==> config.mk <==
export PLATFORM = sky130hd
export DESIGN_NAME = mpadd_seq
export DESIGN_NICKNAME = d
export VERILOG_FILES = /design/src/rtl/mpadd_pkg.sv /design/src/rtl/fulladder32.sv /design/src/rtl/mpadd_seq.sv
export SDC_FILE = /design/constraint.sdc
export NUM_CORES = 1
export LEC_CHECK = 0
export CAP_MARGIN = 20
export CELL_PAD_IN_SITES_DETAIL_PLACEMENT = 1
export CELL_PAD_IN_SITES_GLOBAL_PLACEMENT = 1
export CORE_MARGIN = 3
export CORE_UTILIZATION = 37
export CTS_CLUSTER_DIAMETER = 100
export DETAILED_ROUTE_END_ITERATION = 16
export PLACE_DENSITY = 0.84
export SLEW_MARGIN = 10
export SYNTH_ARGS = -nofsm -noshare
export SYNTH_HDL_FRONTEND = slang
export SYNTH_SLANG_ARGS = --single-unit
==> constraint.sdc <==
create_clock -name clk -period 15.7 [get_ports clk]
set_input_delay 1.57 -clock clk [delete_from_list [all_inputs] [get_ports clk]]
set_output_delay 1.57 -clock clk [all_outputs]
set_load 0.05 [all_outputs]
==> src/rtl/mpadd_pkg.sv <==
// Shared types and helpers for the multi-precision add sequencer.
package mpadd_pkg;

  // Native width of the shared ripple-carry adder.
  localparam int LIMB_W = 32;

  // Sequencer states.
  typedef enum logic [1:0] {
    IDLE = 2'd0,
    RUN  = 2'd1,
    DONE = 2'd2
  } state_t;

  // Limb counter width. A single-limb build still needs a 1-bit counter.
  function automatic int cnt_width(input int limbs);
    return (limbs <= 1) ? 1 : $clog2(limbs);
  endfunction

endpackage

==> src/rtl/fulladder32.sv <==
// Ripple-carry adder, BITS wide, with carry-in and carry-out.
module fulladder32 #(
  parameter int BITS = 32
) (
  input  logic [BITS-1:0] a,
  input  logic [BITS-1:0] b,
  input  logic            cin,
  output logic [BITS-1:0] s,
  output logic            cout
);

  // Bit-serial carry ripple from LSB to MSB.
  always_comb begin
    logic c;
    s = '0;
    c = cin;
    for (int i = 0; i < BITS; i++) begin
      s[i] = a[i] ^ b[i] ^ c;
      c    = (a[i] & b[i]) | (c & (a[i] ^ b[i]));
    end
    cout = c;
  end

endmodule

==> src/rtl/mpadd_seq.sv <==
// Multi-precision add sequencer: one shared WIDTH-bit adder processes
// LIMBS limbs, LSB first, with the carry held in a register between limbs.
// Optional macro MPADD_SEQ_SUB_EN adds a 'sub' port for A-B.
module mpadd_seq
  import mpadd_pkg::*;
#(
  parameter int WIDTH = LIMB_W,
  parameter int LIMBS = 4
) (
  input  logic                   clk,
  input  logic                   rst,
  input  logic                   in_valid,
  output logic                   in_ready,
  input  logic [WIDTH*LIMBS-1:0] A,
  input  logic [WIDTH*LIMBS-1:0] B,
  input  logic                   Pin,
`ifdef MPADD_SEQ_SUB_EN
  input  logic                   sub,
`endif
  output logic                   out_valid,
  input  logic                   out_ready,
  output logic [WIDTH*LIMBS-1:0] S,
  output logic                   Pout,
  output logic                   busy
);

  localparam int TOT_W = WIDTH * LIMBS;
  localparam int CNT_W = cnt_width(LIMBS);
  localparam logic [CNT_W-1:0] CNT_LAST = CNT_W'(LIMBS - 1);

  state_t           state;
  logic [CNT_W-1:0] cnt;
  logic [TOT_W-1:0] a_r;
  logic [TOT_W-1:0] b_r;
  logic [TOT_W-1:0] s_r;
  logic             carry_r;

  logic [WIDTH-1:0] a_limb;
  logic [WIDTH-1:0] b_limb;
  logic [WIDTH-1:0] sum_limb;
  logic             sum_cout;
  logic             accept;
  logic             op_sub;

`ifdef MPADD_SEQ_SUB_EN
  assign op_sub = sub;
`else
  assign op_sub = 1'b0;
`endif

  assign accept    = in_valid && (state == IDLE);
  assign in_ready  = (state == IDLE);
  assign out_valid = (state == DONE);
  assign busy      = (state != IDLE);
  assign S         = s_r;
  assign Pout      = carry_r;

  // Select the operand limbs addressed by the limb counter.
  always_comb begin
    a_limb = '0;
    b_limb = '0;
    for (int i = 0; i < LIMBS; i++) begin
      if (cnt == CNT_W'(i)) begin
        a_limb = a_r[i*WIDTH +: WIDTH];
        b_limb = b_r[i*WIDTH +: WIDTH];
      end
    end
  end

  fulladder32 #(
    .BITS(WIDTH)
  ) u_add (
    .a   (a_limb),
    .b   (b_limb),
    .cin (carry_r),
    .s   (sum_limb),
    .cout(sum_cout)
  );

  // Sequencer: capture operands, step one limb per cycle, hold result until taken.
  // Subtraction stores ~B and forces carry-in to 1 (two's complement negate).
  always_ff @(posedge clk or posedge rst) begin
    if (rst) begin
      state   <= IDLE;
      cnt     <= '0;
      a_r     <= '0;
      b_r     <= '0;
      s_r     <= '0;
      carry_r <= 1'b0;
    end else begin
      case (state)
        IDLE: begin
          if (accept) begin
            a_r     <= A;
            b_r     <= op_sub ? ~B : B;
            carry_r <= op_sub ? 1'b1 : Pin;
            cnt     <= '0;
            state   <= RUN;
          end
        end
        RUN: begin
          for (int i = 0; i < LIMBS; i++) begin
            if (cnt == CNT_W'(i)) begin
              s_r[i*WIDTH +: WIDTH] <= sum_limb;
            end
          end
          carry_r <= sum_cout;
          if (cnt == CNT_LAST) begin
            state <= DONE;
          end else begin
            cnt <= cnt + 1'b1;
          end
        end
        DONE: begin
          if (out_ready) begin
            state <= IDLE;
          end
        end
        default: state <= IDLE;
      endcase
    end
  end

endmodule
Word-level counts from Yosys, hierarchy flattened
Cells that the tools add are included.
Operators by class
  add/subtract/negate cells: 1
  multiply operators: 0
  divide/modulo/power cells: 0
  $lt $le $gt $ge: 0
  equal/unequal tests: 9
  shift-type cells: 0
  muxes and demuxes: 17
  bitwise logic cells: 160
  reductions and logical operators: 13
Operator list (count)
  32-bit two-way mux: 8
  1-bit AND: 64
  1-bit bitwise XOR: 64
  1-bit bitwise OR: 32
  2-bit AND reduction: 6
  2-bit two-way mux: 5
  2-bit equality test (second input constant): 3
  2-bit case mux with 3 select lines: 1
  3-bit AND reduction: 2
  2-bit by 1-bit equality test with 1-bit output (second input constant): 2
  2-bit logical NOT: 2
  2-bit by 1-bit != test with 1-bit output (second input constant): 2
  2-bit != test (second input constant): 2
  2-bit case mux with 2 select lines: 1
  2-bit nonzero test: 2
  2-bit by 1-bit adder with 2-bit output (second input constant): 1
  1-bit case mux with 2 select lines: 1
  1-bit logical AND: 1
  1-bit two-way mux: 1
Storage, ports and cells
  flip-flop bits (word level): 389
  bits in latches: 0
  RAM bits: 0
  bits in read-only memories: 0
  input bits: 261
  output and inout bits: 132
  logic and storage cells: 209
  memories: 0

Logic depth before layout (Yosys ltp)
  word-level depth: 71
  mapped depth: 45
  depth with buffers taken out: 42

Hierarchy
Synthesis repeated with hierarchy kept, for this count alone.
Second synthesis, totals
  cell total of the unflattened synthesis: 1181
  area, all modules: 18098.6 um2
By module, submodules not included
  mpadd_seq: times used 1, cells an instance 1139, area each 17420.5 um2, seq. area each 9734.3 um2
  fulladder32: times used 1, cells an instance 42, area each 678.2 um2, seq. area each 0.0 um2

Worst setup path after synthesis
Ideal clock, no wire load.
  kind: register -> register
  start: register cnt[1]
  end: register s_r[127], in the netlist S[127]
  arrival time: 16107 ps
  required time: 15575 ps
  path slack: -532 ps
  cell stages (with the launch flop): 45
  path buffers: 3
  cell sequence: dfrtp_1 -> inv_1 -> ha_1 -> clkbuf_1 -> nor2b_1 -> buf_2 -> clkbuf_1 -> a221o_1 -> o221ai_1 -> fa_1 -> fa_1 -> fa_1 -> fa_1 -> fa_1 -> fa_1 -> fa_1 -> fa_1 -> fa_1 -> [9 not listed] -> inv_1 -> fa_1 -> fa_1 -> fa_1 -> fa_1 -> fa_1 -> fa_1 -> fa_1 -> fa_1 -> fa_1 -> fa_1 -> fa_1 -> fa_1 -> fa_1 -> fa_1 -> inv_1 -> fa_1 -> mux2_2
On the way
  longest elaborated chain between the ends: 69
  elaborated cells on any way between the ends: 139
  classes of those cells: eq/ne (3); mux (8); bitwise (126); reduce/logical (2)
RTL lines
  start, declared: RTL line mpadd_seq.sv:32  | logic [CNT_W-1:0] cnt;
  start signal, assigned: RTL line mpadd_seq.sv:111  | cnt <= cnt + 1'b1;
  2-bit logical NOT: RTL line mpadd_seq.sv:63  | if (cnt == CNT_W'(i)) begin
  32-bit two-way mux (4 in a row): RTL line mpadd_seq.sv:63
  1-bit bitwise XOR: RTL line fulladder32.sv:19  | c = (a[i] & b[i]) | (c & (a[i] ^ b[i]));
  1-bit AND: RTL line fulladder32.sv:19
  1-bit bitwise OR: RTL line fulladder32.sv:19
  1-bit AND: RTL line fulladder32.sv:19
  1-bit bitwise OR: RTL line fulladder32.sv:19
  1-bit AND: RTL line fulladder32.sv:19
  [51 not listed]
  1-bit AND: RTL line fulladder32.sv:19
  1-bit bitwise OR: RTL line fulladder32.sv:19
  1-bit AND: RTL line fulladder32.sv:19
  1-bit bitwise OR: RTL line fulladder32.sv:19
  1-bit AND: RTL line fulladder32.sv:19
  1-bit bitwise OR: RTL line fulladder32.sv:19
  1-bit bitwise XOR (*): RTL line fulladder32.sv:18  | s[i] = a[i] ^ b[i] ^ c;
  net sum_limb[31]: RTL line mpadd_seq.sv:40  | logic [WIDTH-1:0] sum_limb;
  end signal, assigned by index: RTL line mpadd_seq.sv:104  | s_r[i*WIDTH +: WIDTH] <= sum_limb;
  end, declared: RTL line mpadd_seq.sv:35  | logic [TOT_W-1:0] s_r;
The timed path passes the listed nets; every way through them passes the cells marked *.
A chain may end at the register's enable or synchronous reset.

Worst setup path in the final report
  start: register cnt[0]
  end: register s_r[127], in the netlist S[127]
Same word-level chain as after synthesis.

==> impl_metrics.py <==
metrics = {
    "global_routing": {
        "grt_antenna_before_repair": 27,
        "grt_pass1_wl_mm": 86.57,
        "grt_max_degree": 183,
        "grt-ovfl-total": 0,
        "grt_pass1_vias": 13440,
        "grt_util_all_layers_pct": 22.96,
    },
    "sta": {
        "fin_crit_sh_pct": 97.11,
        "skew_ns": 0.02094,
        "hold_violations": 0,
        "setup_ws_ns": 0.4541,
        "setup_viol": 0,
        "final_max_slew_viol_count": 0,
        "rsz0062_at_grt": "false",
        "fmax_mhz": 65.59,
        "relSlewSlack_pct": 34.67,
        "worst_pin_slew_ns": 0.9800,
        "fin_crit_ns": 15.25,
    },
    "routing": {
        "first_iter_violations": 779,
        "routedWlPerCell_um": 25.93,
        "firstDrtPassIters": 5,
        "vias": 12020,
        "routed_wl_mm": 58.97,
        "ant_nets": 0,
        "drcViolationCount": 0,
        "routed_via_density": 5.286,
    },
    "die": {
        "coreArea_um2": 46850,
        "die_w_um": 224.6,
        "die-area_um2": 50460,
        "io_pins": 393,
        "die_h_um": 224.6,
        "rows": 79,
        "start_util_pct": 37.75,
    },
    "place": {
        "place_ws_ns": -0.6531,
        "place_area_um2": 21880,
        "dp_hpwl_mm": 42.12,
        "portBuffers": 392,
        "gp_congestion": 0.8625,
    },
    "clock_network": {
        "clkTransAtPathRegs_ns": 0.06,
        "cts_hold_buf": 0,
        "cts_buffers": 44,
        "cts_buffer_depth": 3,
        "cts-root-buf": "clkbuf_16",
        "htree_levels": 2,
        "cts_tree": "done",
        "clk-insertion-delay-late_ns": 0.57,
        "cts.sink_count": 389,
    },
    "setup_path": {
        "worst_path_dominant_cell_family": "adder cells",
        "end_kind": "flip-flop",
        "cpPeakStageDelay_ns": 0.48,
        "cpMostUsedCell": "fa_2",
        "critPathKind": "reg -> reg",
        "crit_slowest_cell": "fa_1",
        "cp_max_fo": 7,
        "rr_worst_depth": 41,
        "cp.arrival_ns": 15.68,
        "reg2reg_from": "cnt[0]$_DFFE_PP0P_",
        "worstPathRequired_ns": 16.14,
        "worst-path-buf-inv": 4,
        "rrSetupSlack_ns": 0.45,
        "rr_endpoint": "S[127]$_DFFE_PP0P_",
        "start_kind": "flip-flop",
    },
    "synthesis": {
        "netlist_area_um2": 17690,
        "synthesis.instances": 1231,
        "synth_commonest_cells": "dfrtp_1, mux2_4, nand2_1",
        "synth_edf_count": 0,
        "synth_ff_type": "dfrtp_1",
        "synth_area_leader_cell": "dfrtp_1",
        "yosysSeqAreaShare_pct": 55.04,
        "yosys_register_bits": 389,
        "synth_warnings": 0,
        "synth_cell_types": 31,
        "syn-num-nets": 1528,
        "syn_area_per_cell_um2": 14.37,
        "async_flop_share_pct": 100.0,
        "yosysMostFrequentCell": "dfrtp_1",
        "synth_top_area_share_pct": 55.04,
        "yosys-top-cells-area": "dfrtp_1, mux2_4, fa_1",
    },
    "cells_and_area": {
        "final_core_util_pct": 50.05,
        "final_area_um2": 23450,
        "area.growth.synth_to_final_pct": 32.58,
        "final_nets": 1907,
        "multiInputGateArea_um2": 7213,
        "register_area_um2": 9734,
        "fillers": 4684,
        "drive_above_1_share_pct": 24.59,
    },
    "min_path": {
        "hp-start": "S[21]$_DFFE_PP0P_",
        "hold_path_depth": 2,
        "min_path_type": "reg -> reg",
        "hold_end": "S[21]$_DFFE_PP0P_",
    },
    "job": {
        "drv_cap": 0,
    },
    "outcome": {
        "outcome": "finished clean",
    },
}
[state kept, by name, indices dropped and copies added (netlist names)]
| signal | cells |
|---|---|
| state | 2 |
| b_r | 128 |
| a_r | 128 |
| cnt | 2 |
| S | 128 |
| Pout | 1 |
[per-layer routing]
metal / track usage (%) / routed length (um) / vias up
li1: - / - / 5223
met3: 4.685 / 3296 / 104
met5: 0 / 35 / -
met4: 11.44 / 2202 / 6
met1: 30.91 / 25490 / 6263
met2: 35.57 / 27950 / 425
[what timing repair did]
item,4_1_cts,5_1_grt
pin swaps,3,0
buffers inserted,0,1
resized for setup,14,11
endpoints found under the setup margin,9,5
[how the worst max path moves through the flow]
stage | startpoint | end | slack, ns | cells after the start
detailed placement | cnt[0]$_DFFE_PP0P_ | S[127]$_DFFE_PP0P_ | -0.65 | 42
global placement | cnt[1]$_DFFE_PP0P_ | S[95]$_DFFE_PP0P_ | -0.33 | 42
global route | cnt[0]$_DFFE_PP0P_ | S[95]$_DFFE_PP0P_ | 0.05 | 41
floorplan | cnt[1]$_DFFE_PP0P_ | S[127]$_DFFE_PP0P_ | 0.01 | 44
CTS | cnt[0]$_DFFE_PP0P_ | S[127]$_DFFE_PP0P_ | 0.03 | 41
finish | cnt[0]$_DFFE_PP0P_ | S[127]$_DFFE_PP0P_ | 0.45 | 41
[metrics by stage]
step	hold WS [ns]	setup TNS [ns]	cells
global route	0.4989	0	2273
CTS	0.4857	0	2248
detailed placement	0.4710	-3.384	2169
global placement	0.4628	-1.392	2169
finish	0.4806	0	2274
floorplan	0.4810	0	1231
[layout make-up]
type                       instances  share of cell area, %
antenna                           24                 0.2561
clock buffer                      68                  5.555
clock inverter                    11                 0.4162
inverter                          10                 0.1921
multi-input combinational        738                  30.76
sequential                       389                  41.52
tap                              607                  3.239
timing repair buffer             427                  18.06
[worst register-to-register path, delay by kind of cell, from the launching register on]
kind	cells	cell delay (ns)
muxes	1	0.28
adders and majority gates	33	13.57
buffers and inverters	4	0.43
DFF	1	0.41
AOI/OAI and AO/OA	2	0.31
and+or+nand+nor	1	0.14
[cell families after synthesis]
group / after synthesis / synth area share (%)
buffers and inverters: 104 / 4.832
AOI/OAI and AO/OA: 255 / 10.09
muxes: 266 / 22.02
adders and majority gates: 36 / 3.905
DFF: 389 / 55.04
and+or+nand+nor: 181 / 4.110
[cell usage in the layout, fill, tap and decap left out, drive strengths merged, types with 8 or more instances in the layout]
master and count:
nor2 8, mux2 265, a221o 40, inv 13
o221ai 59, nand2 161, dfrtp 389, buf 35
clkbuf 68, clkdlybuf4s50 392, o21ai 121, fa 32
diode 24, o211ai 21
Power is not shown: default switching activity piles up to over one toggle a cycle in this logic, so the estimate is an artifact.
